`src/rtl/mvm_param.sv`:
```
// mvm_param: N x N signed matrix-vector multiplier, y = A*x.
// The matrix and the vector are loaded serially, one element per cycle.
// The compute phase runs P MAC lanes in parallel; each group covers P rows, one column per cycle.
// Results are streamed out one element per cycle after a one-cycle done pulse.
// Optional macro MVM_SAT_EN: saturate results to OW bits instead of wrapping.

// One MAC lane multiplier with an optional product register (PIPE=1).
module mvm_lane #(
   parameter int IW   = 8,
   parameter int XAW  = 4,
   parameter int PIPE = 0
) (
   input  logic                   clk,
   input  logic                   reset_n,
   input  logic signed [IW-1:0]   a,
   input  logic signed [IW-1:0]   b,
   input  logic [XAW-1:0]         row_in,
   input  logic                   vld_in,
   output logic signed [2*IW-1:0] prod,
   output logic [XAW-1:0]         row_out,
   output logic                   vld_out
);
   logic signed [2*IW-1:0] mul;
   assign mul = a * b;

   generate
      if (PIPE != 0) begin : g_pipe
         // Register the product together with its row tag and valid bit
         always_ff @(posedge clk or negedge reset_n) begin
            if (!reset_n) begin
               prod    <= '0;
               row_out <= '0;
               vld_out <= 1'b0;
            end else begin
               prod    <= mul;
               row_out <= row_in;
               vld_out <= vld_in;
            end
         end
      end else begin : g_comb
         assign prod    = mul;
         assign row_out = row_in;
         assign vld_out = vld_in;
      end
   endgenerate
endmodule

module mvm_param #(
   parameter int N    = 12,
   parameter int P    = 1,
   parameter int IW   = 8,
   parameter int OW   = 2*IW,
   parameter int PIPE = 0
) (
   input  logic                 clk,
   input  logic                 reset_n,
   input  logic                 loadMatrix,
   input  logic                 loadVector,
   input  logic                 start,
   input  logic signed [IW-1:0] data_in,
   output logic                 done,
   output logic                 busy,
   output logic signed [OW-1:0] data_out
);
   localparam int AW   = OW + $clog2(N);      // accumulator width, cannot overflow
   localparam int NCYC = N*N/P;               // issue cycles
   localparam int LAST = NCYC + PIPE;         // final COMPUTE count before DONE
   localparam int CW   = $clog2(N*N+2);
   localparam int MAW  = $clog2(N*N);
   localparam int XAW  = $clog2(N);
   localparam int OIW  = $clog2(N+1);

   typedef enum logic [2:0] {IDLE, LOAD_M, LOAD_V, COMPUTE, DONE, OUT} state_t;

   state_t                 state;
   logic [CW-1:0]          cnt;
   logic [XAW-1:0]         col;
   logic [XAW-1:0]         row_base;
   logic [MAW-1:0]         mbase;
   logic [OIW-1:0]         oidx;
   logic signed [IW-1:0]   mat [N*N];
   logic signed [IW-1:0]   vec [N];
   logic signed [AW-1:0]   acc [N];
   logic                   iss;

   logic signed [IW-1:0]   la      [P];
   logic signed [2*IW-1:0] lprod   [P];
   logic [XAW-1:0]         lrow_in [P];
   logic [XAW-1:0]         lrow    [P];
   logic [P-1:0]           lvld;

`ifdef MVM_SAT_EN
   localparam logic signed [AW-1:0] SMAX = {{(AW-OW+1){1'b0}}, {(OW-1){1'b1}}};
   localparam logic signed [AW-1:0] SMIN = ~SMAX;
   function automatic logic signed [OW-1:0] out_f(input logic signed [AW-1:0] v);
      if (v > SMAX)      return SMAX[OW-1:0];
      else if (v < SMIN) return SMIN[OW-1:0];
      else               return v[OW-1:0];
   endfunction
`else
   function automatic logic signed [OW-1:0] out_f(input logic signed [AW-1:0] v);
      return v[OW-1:0];
   endfunction
`endif

   assign iss = (state == COMPUTE) && (cnt < CW'(NCYC));

   generate
      for (genvar l = 0; l < P; l++) begin : g_lane
         assign la[l]      = mat[mbase + MAW'(l*N) + MAW'(col)];
         assign lrow_in[l] = row_base + XAW'(l);
         mvm_lane #(.IW(IW), .XAW(XAW), .PIPE(PIPE)) u_lane (
            .clk     (clk),
            .reset_n (reset_n),
            .a       (la[l]),
            .b       (vec[col]),
            .row_in  (lrow_in[l]),
            .vld_in  (iss),
            .prod    (lprod[l]),
            .row_out (lrow[l]),
            .vld_out (lvld[l])
         );
      end
   endgenerate

   // Control FSM, storage and accumulation, all with registered outputs
   always_ff @(posedge clk or negedge reset_n) begin
      if (!reset_n) begin
         state    <= IDLE;
         cnt      <= '0;
         col      <= '0;
         row_base <= '0;
         mbase    <= '0;
         oidx     <= '0;
         busy     <= 1'b0;
         done     <= 1'b0;
         data_out <= '0;
         for (int i = 0; i < N*N; i++) mat[i] <= '0;
         for (int i = 0; i < N; i++) begin
            vec[i] <= '0;
            acc[i] <= '0;
         end
      end else begin
         done <= 1'b0;
         case (state)
            IDLE: begin
               // Priority: loadMatrix > loadVector > start
               if (loadMatrix) begin
                  state <= LOAD_M;
                  busy  <= 1'b1;
                  cnt   <= '0;
               end else if (loadVector) begin
                  state <= LOAD_V;
                  busy  <= 1'b1;
                  cnt   <= '0;
               end else if (start) begin
                  state    <= COMPUTE;
                  busy     <= 1'b1;
                  cnt      <= '0;
                  col      <= '0;
                  row_base <= '0;
                  mbase    <= '0;
                  for (int i = 0; i < N; i++) acc[i] <= '0;
               end
            end
            LOAD_M: begin
               mat[cnt[MAW-1:0]] <= data_in;
               cnt <= cnt + 1'b1;
               if (cnt == CW'(N*N-1)) begin
                  state <= IDLE;
                  busy  <= 1'b0;
               end
            end
            LOAD_V: begin
               vec[cnt[XAW-1:0]] <= data_in;
               cnt <= cnt + 1'b1;
               if (cnt == CW'(N-1)) begin
                  state <= IDLE;
                  busy  <= 1'b0;
               end
            end
            COMPUTE: begin
               cnt <= cnt + 1'b1;
               if (iss) begin
                  if (col == XAW'(N-1)) begin
                     col      <= '0;
                     row_base <= row_base + XAW'(P);
                     mbase    <= mbase + MAW'(P*N);
                  end else begin
                     col <= col + 1'b1;
                  end
               end
               // Extra count(s) past the last issue drain the lane pipeline
               if (cnt == CW'(LAST)) begin
                  state <= DONE;
                  done  <= 1'b1;
               end
            end
            DONE: begin
               state    <= OUT;
               data_out <= out_f(acc[0]);
               oidx     <= OIW'(1);
            end
            OUT: begin
               if (oidx == OIW'(N)) begin
                  state    <= IDLE;
                  busy     <= 1'b0;
                  data_out <= '0;
               end else begin
                  data_out <= out_f(acc[oidx[XAW-1:0]]);
                  oidx     <= oidx + 1'b1;
               end
            end
            default: begin
               state <= IDLE;
               busy  <= 1'b0;
            end
         endcase
         // Lane results land in distinct rows, so they never collide
         for (int l = 0; l < P; l++)
            if (lvld[l]) acc[lrow[l]] <= acc[lrow[l]] + AW'(lprod[l]);
      end
   end
endmodule

```
`config.mk`:
```
export PLATFORM = sky130hd
export DESIGN_NAME = mvm_param
export DESIGN_NICKNAME = d
export VERILOG_FILES = /design/src/rtl/mvm_param.sv
export SDC_FILE = /design/constraint.sdc
export NUM_CORES = 2
export LEC_CHECK = 0
export CORE_UTILIZATION = 30
export CTS_CLUSTER_DIAMETER = 150
export DETAILED_ROUTE_END_ITERATION = 16
export GPL_TIMING_DRIVEN = 0
export SETUP_SLACK_MARGIN = 0.4
export SYNTH_ARGS = -nofsm -noshare
export SYNTH_HDL_FRONTEND = slang
export SYNTH_SLANG_ARGS = --single-unit
export TNS_END_PERCENT = 1
```
`constraint.sdc`:
```
create_clock -name clk -period 10.6 [get_ports clk]
set_clock_uncertainty 0.05 [all_clocks]
set_input_delay 2.12 -clock clk [delete_from_list [all_inputs] [get_ports clk]]
set_output_delay 2.12 -clock clk [all_outputs]
set_load 0.05 [all_outputs]
```
==> flow_metrics.py <==
metrics = {
    "run_status": {
        "result_of_the_run": "finished clean",
    },
    "synth": {
        "synth_top_cells_by_area": "dfrtp_1, mux2_2, mux4_2",
        "synth_area_per_cell_um2": 14.0,
        "synth.yosys.warnings": 0,
        "synth-seq-area-share_pct": 50.6,
        "yosys.cell_count.top_type": "dfrtp_1",
        "synth_flop_cell": "dfrtp_1",
        "syn-num-nets": 5402,
        "netlist_instances": 5267,
        "asyncSetResetFlopFracSynth_pct": 100,
        "synth_common_cells": "dfrtp_1, mux2_2, nand2_1",
        "synth_edf_count": 0,
        "synth_top_cell_by_area": "dfrtp_1",
        "synth-seq-cells": 1487,
        "yosysTopAreaCellShare_pct": 50.6,
        "syn-cell-area_um2": 73600,
        "synth_cell_types": 83,
    },
    "global_route": {
        "largest_net_degree_at_the_start_of_global_routing": 192,
        "antenna_found_initial": 21,
        "track_usage_pct": 19.8,
        "grt-ovfl-total": 0,
        "grt_first_pass_wirelength_mm": 358,
        "grt_pass1_vias": 49500,
    },
    "sta": {
        "grt_setup_unrepaired": "false",
        "slew_headroom_pct": 1.50,
        "finalSetupTns_ps": 0,
        "report.final.slew_viol_count": 0,
        "finalCriticalPeriod_ps": 10070,
        "final_worst_setup_slack_ps": 528,
        "share_of_the_cycle_needed_by_the_critical_path_after_routing_pct": 95.0,
        "final-hold-violation-count": 0,
        "maximum_clock_rate_mhz": 99.3,
        "setup_viol": 0,
        "tightest_slew_ps": 1480,
    },
    "clocking": {
        "cts_buffer_depth": 3,
        "tritoncts": "yes",
        "clock_insertion_delay_at_the_later_pin_of_the_skew_report_ps": 820,
        "cts.reportedPaths.clkPinSlew_ps": 60,
        "cts_made_buffers": 156,
        "ctsHtreeMaxLevel": 4,
        "post_cts.repair.setup_buffers": 0,
        "clock-root-buffer": "clkbuf_16",
        "clkSinkCount": 1487,
    },
    "die": {
        "core_area_um2": 243000,
        "initial_core_util_pct": 30.2,
        "die_h_um": 497,
        "io_pins": 31,
        "num_rows": 181,
        "die_outline_area_um2": 247000,
        "die_w_um": 497,
    },
    "worst_hold_path": {
        "holdCritStartpoint": "mat[851]$_DFFE_PN0P_",
        "whs_endpoint": "mat[851]$_DFFE_PN0P_",
        "timing.hold.worst.class": "flop to flop",
        "number_of_cells_traversed_by_the_worst_hold_path": 1,
    },
    "finish": {
        "finish.net_count": 5599,
        "filler_cell_count": 23500,
        "final_cell_area_um2": 83400,
        "seqCellArea_um2": 37200,
        "layout-area-overhead-vs-synth_pct": 13.3,
        "multi_input_area_um2": 34100,
        "ratio_of_cells_with_drive_above_1_in_the_final_layout_pct": 38.2,
    },
    "worst_setup_path": {
        "crit-reg2reg-launch": "col[2]$_DFFE_PN0P_",
        "r2r_slack_ps": 530,
        "worst_reg2reg_endpoint": "acc[152]$_DFF_PN0_",
        "setup.worst_path.class": "flop to flop",
        "worstPathMaxFanout": 10,
        "worstPathRequired_ps": 11250,
        "cp_max_stage_delay_ps": 570,
        "critical-path-slowest-cell": "fa_1",
        "crit_buf_inv": 9,
        "cp_top_family": "adder cells",
        "worst_r2r_path_depth": 29,
        "crit_arrival_ps": 10720,
        "worst_setup_path_end_kind": "flop",
        "critical_path.startpoint_type": "flop",
    },
    "detailed_routing": {
        "detailroute.via_count": 48600,
        "first_pass_iters": 6,
        "wl_per_cell_um": 28.2,
        "final_antenna_net_count": 0,
        "routed_via_density": 5.53,
        "wirelength_mm": 248,
        "drt_first_iter_violations": 5037,
        "drc_errors": 0,
    },
    "placed_design": {
        "placement.io_buffers": 22,
        "routabilityCongestion": 0.931,
        "dpl_cell_area_um2": 78200,
        "pre_cts_slack_ps": 183,
        "hpwl_mm": 174,
    },
    "run": {
        "cap_violations": 0,
    },
}
area by class of cell:
cell class,count,share of cell area [%]
inverters,104,0.468
repair buffers,39,0.708
flip-flops and latches,1487,44.6
well taps,3202,4.81
clock inverters,39,0.647
multi-input cells,3267,40.9
diodes,12,0.0360
plain buffers,409,2.34
clock buffers,230,5.42
cells by family (layout without fill, tap and decap cells):
family	count (synthesis)	in the layout	synth area share [%]
AOI/OAI and AO/OA	403	403	4.11
xor gates and xnor gates	31	31	0.413
adders and majority gates	122	122	2.81
buffers and inverters	513	821	3.14
DFF	1487	1487	50.6
muxes	1797	1797	33.6
other	0	12	0
and+or+nand+nor	914	914	5.39
worst register-to-register path, delay by kind of cell (launching register included):
kind / cells / cell delay [ps]
flip-flops: 1 / 470
AO/OA/AOI/OAI: 8 / 2270
AND/OR/NAND/NOR: 3 / 560
buffers and inverters: 9 / 3000
XOR/XNOR: 1 / 400
adder cells (fa/ha/maj): 8 / 3230
how the worst max path moves through the flow:
stage	from	endpoint	slack, ps	depth (start not counted)
2_1_floorplan	col[2]$_DFFE_PN0P_	acc[54]$_DFF_PN0_	3390	25
3_3_place_gp	reset_n	mat[726]$_DFFE_PN0P_	-59320	1
3_5_place_dp	col[2]$_DFFE_PN0P_	acc[74]$_DFF_PN0_	180	28
4_1_cts	col[2]$_DFFE_PN0P_	acc[54]$_DFF_PN0_	470	29
5_1_grt	mbase[2]$_DFFE_PN0P_	acc[172]$_DFF_PN0_	430	29
6_report	col[2]$_DFFE_PN0P_	acc[152]$_DFF_PN0_	530	29
flip-flops by register name, summed over array words and instances, names as in the netlist, 6 cells and up:
name and flops:
cnt 8, mbase 6, vec 96, mat 1152, acc 192, data_out 16
stage by stage:
| stage | util, % | cells | hold slack [ps] |
|---|---|---|---|
| floorplan | - | 5267 | 420 |
| global placement | 32.0 | 8491 | 429 |
| detailed placement | 32.1 | 8507 | 437 |
| CTS | 34.2 | 8776 | 450 |
| global route | 34.2 | 8780 | 454 |
| finish | 34.2 | 8789 | 447 |
cell usage in the layout, fill, tap and decap left out, types with 13 or more instances in the layout:
| cell type | instances |
|---|---|
| a21oi_1 | 41 |
| clkbuf_8 | 34 |
| o22ai_1 | 50 |
| clkinv_2 | 15 |
| and2_1 | 18 |
| nand2_1 | 400 |
| mux2_2 | 1285 |
| buf_1 | 19 |
| o21ai_0 | 78 |
| dfrtp_1 | 1487 |
| clkbuf_16 | 156 |
| nand2b_1 | 16 |
| nand3_1 | 158 |
| buf_4 | 16 |
| fa_1 | 72 |
| ha_1 | 50 |
| xnor2_1 | 17 |
| clkbuf_2 | 13 |
| buf_6 | 31 |
| a22oi_1 | 19 |
| mux4_2 | 389 |
| a221oi_1 | 16 |
| clkbuf_1 | 323 |
| buf_2 | 43 |
| nor2b_1 | 15 |
| a22o_1 | 23 |
| mux4_1 | 14 |
| nor2_1 | 205 |
| a31o_2 | 58 |
| nor3_1 | 40 |
| inv_1 | 101 |
| o221ai_1 | 14 |
| mux2i_1 | 109 |
| clkdlybuf4s50_1 | 21 |
layer usage:
metal	share of wire [%]	track usage [%]	vias to the layer above	routed length, µm
li1	-	-	19800	-
met1	42	26.5	26200	103000
met2	45	30.3	2040	112000
met3	7.9	4.49	546	19700
met4	5.2	9.49	12	12900
met5	0.029	0	-	71
timing repair:
item	CTS	global route
resized for setup	3	9
endpoints found under the hold margin	0	0
hold buffers	0	0
setup endpoints to repair	53	40
Power is not shown: default switching activity piles up to over one toggle a cycle in this logic, so the estimate is an artifact.
